===== src/rtl/fir_interp_complex_if.sv =====
// FIFO-side bundle of the complex interpolator: I/Q input FIFOs in, real/imag output FIFOs out.
interface fir_interp_complex_if #(
    parameter int unsigned DATA_WIDTH = 32
);
    logic [DATA_WIDTH-1:0] i_in;
    logic                  i_empty;
    logic                  i_rd_en;
    logic [DATA_WIDTH-1:0] q_in;
    logic                  q_empty;
    logic                  q_rd_en;
    logic [DATA_WIDTH-1:0] real_out;
    logic                  real_wr_en;
    logic                  real_full;
    logic [DATA_WIDTH-1:0] imag_out;
    logic                  imag_wr_en;
    logic                  imag_full;

    modport master (
        output i_in, i_empty, q_in, q_empty, real_full, imag_full,
        input  i_rd_en, q_rd_en, real_out, real_wr_en, imag_out, imag_wr_en
    );

    modport slave (
        input  i_in, i_empty, q_in, q_empty, real_full, imag_full,
        output i_rd_en, q_rd_en, real_out, real_wr_en, imag_out, imag_wr_en
    );
endinterface


===== src/rtl/fir_interp_complex.sv =====
// Polyphase complex FIR interpolator: one I/Q pop yields INTERP real/imag pushes,
// each phase computed with a single complex MAC over TAP_NUMBER/INTERP history taps.
module fir_interp_complex #(
    parameter int unsigned DATA_WIDTH = 32,
    parameter int unsigned TAP_NUMBER = 20,
    parameter int unsigned INTERP     = 10,
    parameter int unsigned FRAC_BITS  = 10,
    // Linear-interpolation prototype; each polyphase pair sums to 1.0 (1024).
    parameter logic [TAP_NUMBER-1:0][DATA_WIDTH-1:0] REAL_COEFF = {
        32'd0,    32'd102,  32'd205,  32'd307,  32'd410,
        32'd512,  32'd614,  32'd717,  32'd819,  32'd922,
        32'd1024, 32'd922,  32'd819,  32'd717,  32'd614,
        32'd512,  32'd410,  32'd307,  32'd205,  32'd102
    },
    parameter logic [TAP_NUMBER-1:0][DATA_WIDTH-1:0] IMAG_COEFF = '0
) (
    input  logic                 clock,
    input  logic                 reset,
    fir_interp_complex_if.slave  bus
);

    localparam int unsigned TPP = TAP_NUMBER / INTERP;
    localparam int unsigned PW  = (INTERP > 1) ? $clog2(INTERP) : 1;
    localparam int unsigned TW  = (TPP > 1) ? $clog2(TPP) : 1;
    localparam int unsigned CW  = (TAP_NUMBER > 1) ? $clog2(TAP_NUMBER) : 1;
    localparam logic [PW-1:0] PHASE_LAST = PW'(INTERP - 1);
    localparam logic [TW-1:0] TAP_LAST   = TW'(TPP - 1);

    typedef enum logic [1:0] {StRead, StMac, StWrite} state_e;

    state_e                state_q, state_d;
    logic [PW-1:0]         phase_q, phase_d;
    logic [TW-1:0]         tap_q, tap_d;
    logic [DATA_WIDTH-1:0] acc_r_q, acc_r_d;
    logic [DATA_WIDTH-1:0] acc_i_q, acc_i_d;
    logic [DATA_WIDTH-1:0] hist_r_q [TPP];
    logic [DATA_WIDTH-1:0] hist_i_q [TPP];

    logic                  in_empty, out_full;
    logic                  shift, rd_en, wr_en;
    logic [DATA_WIDTH-1:0] out_r, out_i;
    logic [CW-1:0]         coef_idx;
    logic [DATA_WIDTH-1:0] h_r, h_i, x_r, x_i;

    // Signed full-width product, floor-shifted back to Q(FRAC_BITS), low word kept.
    function automatic logic [DATA_WIDTH-1:0] mul(input logic [DATA_WIDTH-1:0] a,
                                                  input logic [DATA_WIDTH-1:0] b);
        logic signed [2*DATA_WIDTH-1:0] p;
        p = $signed({{DATA_WIDTH{a[DATA_WIDTH-1]}}, a}) *
            $signed({{DATA_WIDTH{b[DATA_WIDTH-1]}}, b});
        return DATA_WIDTH'(p >>> FRAC_BITS);
    endfunction

    assign in_empty = bus.i_empty | bus.q_empty;
    assign out_full = bus.real_full | bus.imag_full;

    assign coef_idx = CW'(32'(phase_q) + 32'(tap_q) * INTERP);
    assign h_r      = REAL_COEFF[coef_idx];
    assign h_i      = IMAG_COEFF[coef_idx];
    assign x_r      = hist_r_q[tap_q];
    assign x_i      = hist_i_q[tap_q];

    always_comb begin
        state_d = state_q;
        phase_d = phase_q;
        tap_d   = tap_q;
        acc_r_d = acc_r_q;
        acc_i_d = acc_i_q;
        shift   = 1'b0;
        rd_en   = 1'b0;
        wr_en   = 1'b0;
        out_r   = '0;
        out_i   = '0;
        unique case (state_q)
            StRead: begin
                // Gated by reset so the pop strobe stays low while held in reset.
                if (!in_empty && reset) begin
                    rd_en   = 1'b1;
                    shift   = 1'b1;
                    phase_d = '0;
                    tap_d   = '0;
                    acc_r_d = '0;
                    acc_i_d = '0;
                    state_d = StMac;
                end
            end
            StMac: begin
                acc_r_d = acc_r_q + mul(h_r, x_r) - mul(h_i, x_i);
                acc_i_d = acc_i_q + mul(h_r, x_i) + mul(h_i, x_r);
                if (tap_q == TAP_LAST) begin
                    tap_d   = '0;
                    state_d = StWrite;
                end else begin
                    tap_d = tap_q + 1'b1;
                end
            end
            StWrite: begin
                if (!out_full) begin
                    wr_en   = 1'b1;
                    out_r   = acc_r_q;
                    out_i   = acc_i_q;
                    acc_r_d = '0;
                    acc_i_d = '0;
                    tap_d   = '0;
                    if (phase_q == PHASE_LAST) begin
                        state_d = StRead;
                    end else begin
                        phase_d = phase_q + 1'b1;
                        state_d = StMac;
                    end
                end
            end
            default: state_d = StRead;
        endcase
    end

    always_ff @(posedge clock or negedge reset) begin
        if (!reset) begin
            state_q <= StRead;
            phase_q <= '0;
            tap_q   <= '0;
            acc_r_q <= '0;
            acc_i_q <= '0;
            for (int k = 0; k < TPP; k++) begin
                hist_r_q[k] <= '0;
                hist_i_q[k] <= '0;
            end
        end else begin
            state_q <= state_d;
            phase_q <= phase_d;
            tap_q   <= tap_d;
            acc_r_q <= acc_r_d;
            acc_i_q <= acc_i_d;
            if (shift) begin
                hist_r_q[0] <= bus.i_in;
                hist_i_q[0] <= bus.q_in;
                for (int k = 1; k < TPP; k++) begin
                    hist_r_q[k] <= hist_r_q[k-1];
                    hist_i_q[k] <= hist_i_q[k-1];
                end
            end
        end
    end

    assign bus.i_rd_en    = rd_en;
    assign bus.q_rd_en    = rd_en;
    assign bus.real_wr_en = wr_en;
    assign bus.imag_wr_en = wr_en;
    assign bus.real_out   = out_r;
    assign bus.imag_out   = out_i;

endmodule


===== src/flat_wrapper.sv =====
// flat-port wrapper written by rule: the top's interface ports become plain ports
module fir_interp_complex_flat 
#(
    parameter int unsigned DATA_WIDTH = 32,
    parameter int unsigned TAP_NUMBER = 20,
    parameter int unsigned INTERP     = 10,
    parameter int unsigned FRAC_BITS  = 10,
                                                                              
    parameter logic [TAP_NUMBER-1:0][DATA_WIDTH-1:0] REAL_COEFF = {
        32'd0,    32'd102,  32'd205,  32'd307,  32'd410,
        32'd512,  32'd614,  32'd717,  32'd819,  32'd922,
        32'd1024, 32'd922,  32'd819,  32'd717,  32'd614,
        32'd512,  32'd410,  32'd307,  32'd205,  32'd102
    },
    parameter logic [TAP_NUMBER-1:0][DATA_WIDTH-1:0] IMAG_COEFF = '0
)
  (clock, reset, bus_i_in, bus_i_empty, bus_q_in, bus_q_empty, bus_real_full, bus_imag_full, bus_i_rd_en, bus_q_rd_en, bus_real_out, bus_real_wr_en, bus_imag_out, bus_imag_wr_en);
  fir_interp_complex_if #(.DATA_WIDTH(DATA_WIDTH)) bus_i ();
  input  logic clock;
  input  logic reset;
  input wire logic [$bits(bus_i.i_in)-1:0] bus_i_in;
  input wire logic [$bits(bus_i.i_empty)-1:0] bus_i_empty;
  input wire logic [$bits(bus_i.q_in)-1:0] bus_q_in;
  input wire logic [$bits(bus_i.q_empty)-1:0] bus_q_empty;
  input wire logic [$bits(bus_i.real_full)-1:0] bus_real_full;
  input wire logic [$bits(bus_i.imag_full)-1:0] bus_imag_full;
  output wire logic [$bits(bus_i.i_rd_en)-1:0] bus_i_rd_en;
  output wire logic [$bits(bus_i.q_rd_en)-1:0] bus_q_rd_en;
  output wire logic [$bits(bus_i.real_out)-1:0] bus_real_out;
  output wire logic [$bits(bus_i.real_wr_en)-1:0] bus_real_wr_en;
  output wire logic [$bits(bus_i.imag_out)-1:0] bus_imag_out;
  output wire logic [$bits(bus_i.imag_wr_en)-1:0] bus_imag_wr_en;
  assign bus_i.i_in = bus_i_in;
  assign bus_i.i_empty = bus_i_empty;
  assign bus_i.q_in = bus_q_in;
  assign bus_i.q_empty = bus_q_empty;
  assign bus_i.real_full = bus_real_full;
  assign bus_i.imag_full = bus_imag_full;
  assign bus_i_rd_en = bus_i.i_rd_en;
  assign bus_q_rd_en = bus_i.q_rd_en;
  assign bus_real_out = bus_i.real_out;
  assign bus_real_wr_en = bus_i.real_wr_en;
  assign bus_imag_out = bus_i.imag_out;
  assign bus_imag_wr_en = bus_i.imag_wr_en;
  fir_interp_complex #(.DATA_WIDTH(DATA_WIDTH), .TAP_NUMBER(TAP_NUMBER), .INTERP(INTERP), .FRAC_BITS(FRAC_BITS), .REAL_COEFF(REAL_COEFF), .IMAG_COEFF(IMAG_COEFF)) u_core (.clock(clock), .reset(reset), .bus(bus_i));
endmodule

===== config.mk =====
export PLATFORM = sky130hd
export DESIGN_NAME = fir_interp_complex_flat
export DESIGN_NICKNAME = d
export VERILOG_FILES = /design/src/rtl/fir_interp_complex_if.sv /design/src/rtl/fir_interp_complex.sv /design/src/flat_wrapper.sv
export SDC_FILE = /design/constraint.sdc
export NUM_CORES = 2
export LEC_CHECK = 0
export ABC_AREA = 1
export BUFFER_PORTS_ARGS = -buffer_cell sky130_fd_sc_hd__buf_2
export CAP_MARGIN = 0
export CORE_MARGIN = 1.5
export CORE_UTILIZATION = 43
export DETAILED_ROUTE_END_ITERATION = 12
export PLACE_DENSITY = 0.61
export SYNTH_ARGS = -nofsm -noshare
export SYNTH_HDL_FRONTEND = slang
export SYNTH_SLANG_ARGS = --single-unit

===== constraint.sdc =====
create_clock -name clock -period 17.8 [get_ports clock]
set_input_delay 3.56 -clock clock [delete_from_list [all_inputs] [get_ports clock]]
set_output_delay 3.56 -clock clock [all_outputs]
set_load 0.03 [all_outputs]

==> results.json <==
{
  "yosys_top_cell_area_share": 0.2691,
  "wire_per_inst_um": 17.19,
  "dp_hpwl_um": 88710,
  "chipWidth_um": 300.9,
  "arrival_time_at_the_worst_endpoint_ns": 11.59,
  "htree_levels": 4,
  "endpoint_kind": "register",
  "totalNegativeSetupSlack_ns": 0,
  "timing.hold.worst.start": "u_core.hist_i_q[31]",
  "grt_pass1_wl_um": 169000,
  "final_hold_viol_count": 0,
  "clock.fmax_ghz": 0.08932,
  "final_layout_size_suffix_gt1_frac": 0.05017,
  "cts-buffers-inserted": 17,
  "critPathMaxFanout": 36,
  "tritoncts": "done",
  "cts_hold_repair.buffers": 0,
  "period_minus_slack_ns": 11.20,
  "overflow_after_grt": 0,
  "timing.rr.end": "u_core.acc_i_q[27]",
  "fp.dieArea_mm2": 0.09056,
  "initial_utilization": 0.4332,
  "synth_fp_nets": 6089,
  "postSynthRegisterBits": 199,
  "timing_max_transition_violations_final": 0,
  "top_level_ports": 138,
  "finalCritPeriodShare": 0.6289,
  "postSynthCellCount": 4901,
  "max_slew_margin_vs_limit": 0.2765,
  "worst-r2r-cell-count": 49,
  "critical_path.reg2reg.startpoint": "u_core.tap_q",
  "insertion_delay_ns": 0.52,
  "num_antenna_cells": 0,
  "clk_root_buffer_cell": "clkbuf_16",
  "ys_types": 53,
  "placement_rows": 109,
  "tightest_slew_ns": 1.074,
  "ys_warn_count": 0,
  "worst_ep_required_time_ns": 18.19,
  "first_iter_violations": 2015,
  "run_status": "complete, no violations",
  "syn-mean-instance-area_um2": 7.788,
  "place_congestion": 0.9458,
  "grt_antenna_before_repair": 0,
  "timing.critical_path.from_type": "register",
  "vias": 31140,
  "cts_post_setup_buffers_inserted": 0,
  "ff2ff_setup_slack_ns": 6.60,
  "synth-edff-count": 0,
  "max_clock_buf_depth": 2,
  "grt_pass1_vias": 31480,
  "hold_path_class": "register to register",
  "design.core.area_mm2": 0.08810,
  "synth-async-reset-ratio": 1.000,
  "timing.critical_path.buf_inv": 11,
  "ys_seq_area_frac": 0.1305,
  "netlist_area_mm2": 0.03817,
  "area_growth_pct": 6.727,
  "cts.sink_count": 199,
  "cp_slowest_cell": "clkinv_1",
  "post_synth_main_area_contributors": "fa_1 (27%), ha_1 (20%), dfrtp_1 (13%), inv_1 (11%), nand2_1 (7.9%)",
  "chipHeight_um": 300.9,
  "rsz0062_at_grt": "no",
  "largest_area_contributor_in_the_synthesized_netlist": "fa_1",
  "grtUsageTotal": 0.2392,
  "maxCapViolCount": 0,
  "ys_dominant_reg_cell": "dfrtp_1",
  "crit_path_max_incr_delay_ns": 0.61,
  "hold_path_end": "u_core.hist_i_q[31]",
  "setup-violations-final": 0,
  "drt_pass_1_iters": 5,
  "detail_route.vias_per_cell": 5.066,
  "worstHoldPathCells": 2,
  "number_of_nets_in_the_finished_design": 6158,
  "remaining_drc_errors": 0,
  "grt_start_max_net_pins": 80,
  "place.port_buffers": 137,
  "worst_path_dominant_cell_family": "adder cells",
  "clk_pin_slew_ns": 0.09,
  "cts_resized": 0,
  "drtAntennaViolNets": 0,
  "worst_clock_skew_ns": 0.01822,
  "detail_route.wirelength_um": 105700,
  "path_class": "register to register"
}
[kinds of logic after synthesis]
family,share of synthesized area
simple gates,0.1659
compound gates,0.08894
buf+inv,0.1267
xor+xnor,0.02065
flops,0.1305
fa+ha+maj,0.4674
[flip-flops by register name (all words and copies together), names as in the netlist]
name             cells
u_core.hist_r_q     64
u_core.state_q       2
u_core.hist_i_q     64
u_core.tap_q         1
u_core.acc_r_q      32
u_core.phase_q       4
u_core.acc_i_q      32
[stage by stage]
| step | utilization | instance area [um^2] | hold slack [ns] | setup slack (ns) | std cells |
|---|---|---|---|---|---|
| after floorplan | - | 38170 | 0.4342 | 8.795 | 4901 |
| after global placement | 0.4554 | 40120 | 0.4500 | 6.789 | 6116 |
| after detailed placement | 0.4554 | 40120 | 0.4516 | 6.790 | 6116 |
| after CTS | 0.4624 | 40740 | 0.4728 | 6.712 | 6148 |
| after global routing | 0.4624 | 40740 | 0.5038 | 5.895 | 6148 |
| final | 0.4624 | 40740 | 0.4708 | 6.605 | 6148 |
[cell type report]
| class | count | area, um^2 |
|---|---|---|
| clock inverter | 14 | 177.7 |
| inverter | 1171 | 4397 |
| clock buffer | 18 | 439.2 |
| fill | 8994 | 47370 |
| sequential | 199 | 4981 |
| multi-input combinational | 3419 | 28400 |
| tap | 1165 | 1458 |
| timing repair buffer | 162 | 883.3 |
[synth_stat cells, types with 3 or more instances]
| cell type | number |
|---|---|
| dfrtp_1 | 199 |
| buf_1 | 11 |
| nand3_2 | 5 |
| o22ai_1 | 24 |
| o21ai_0 | 303 |
| a211oi_1 | 7 |
| buf_4 | 3 |
| nor2_1 | 625 |
| o21bai_1 | 13 |
| nor3_1 | 24 |
| nand3_1 | 85 |
| o21ai_2 | 5 |
| inv_2 | 8 |
| or2_2 | 3 |
| a21oi_1 | 153 |
| a221oi_1 | 3 |
| o211ai_1 | 5 |
| inv_1 | 1158 |
| a31oi_1 | 28 |
| xnor2_1 | 37 |
| nor4_1 | 8 |
| a21o_1 | 31 |
| clkinv_1 | 5 |
| nand4_1 | 14 |
| fa_1 | 513 |
| nand2_1 | 805 |
| o21a_1 | 5 |
| a21boi_0 | 6 |
| nand2_2 | 17 |
| xor2_1 | 53 |
| buf_2 | 5 |
| o21ai_1 | 18 |
| ha_1 | 605 |
| clkbuf_1 | 92 |
[layer usage]
metal | track usage | routed length [um] | share of wire
met1 | 0.2999 | 43630 | 0.41
met2 | 0.4240 | 53820 | 0.51
met5 | 0 | 0 | 0
met4 | 0.09512 | 4192 | 0.040
met3 | 0.02056 | 4046 | 0.038
[layout by cell type, fill, tap and decap left out, types with 17 or more instances in the layout]
cell type / count
xnor2_1: 37
nand2_2: 18
nor2_1: 623
a31oi_1: 28
nand2_1: 804
o21ai_0: 303
ha_1: 605
inv_1: 1157
buf_4: 25
buf_2: 136
dfrtp_1: 198
nand3_1: 85
o22ai_1: 24
a21o_1: 31
clkbuf_16: 17
a21oi_1: 152
nor3_1: 24
xor2_1: 53
fa_1: 513
[worst register-to-register path, delay by kind of cell (launching register included)]
kind                     cells  cell delay [ns]
adder cells (fa/ha/maj)     13             5.26
AND/OR/NAND/NOR             17             2.17
buffers and inverters       11             1.82
AO/OA/AOI/OAI                7             1.08
flip-flops                   1             0.60
XOR/XNOR                     1             0.14
[worst max path at each step]
| stage | endpoint | slack (ns) | cells after the start | startpoint |
|---|---|---|---|---|
| 2_1_floorplan | u_core.acc_r_q[26] | 8.80 | 43 | u_core.tap_q |
| 3_3_place_gp | u_core.acc_i_q[27] | 6.79 | 49 | u_core.tap_q |
| 3_5_place_dp | u_core.acc_i_q[27] | 6.79 | 50 | u_core.tap_q |
| 4_1_cts | u_core.acc_i_q[27] | 6.71 | 49 | u_core.tap_q |
| 5_1_grt | u_core.acc_i_q[27] | 5.90 | 49 | u_core.tap_q |
| 6_report | u_core.acc_i_q[27] | 6.60 | 49 | u_core.tap_q |
Power is left out: the tool's default activity adds up to more than one toggle a clock period on the data nets, which glitch-free logic cannot reach.
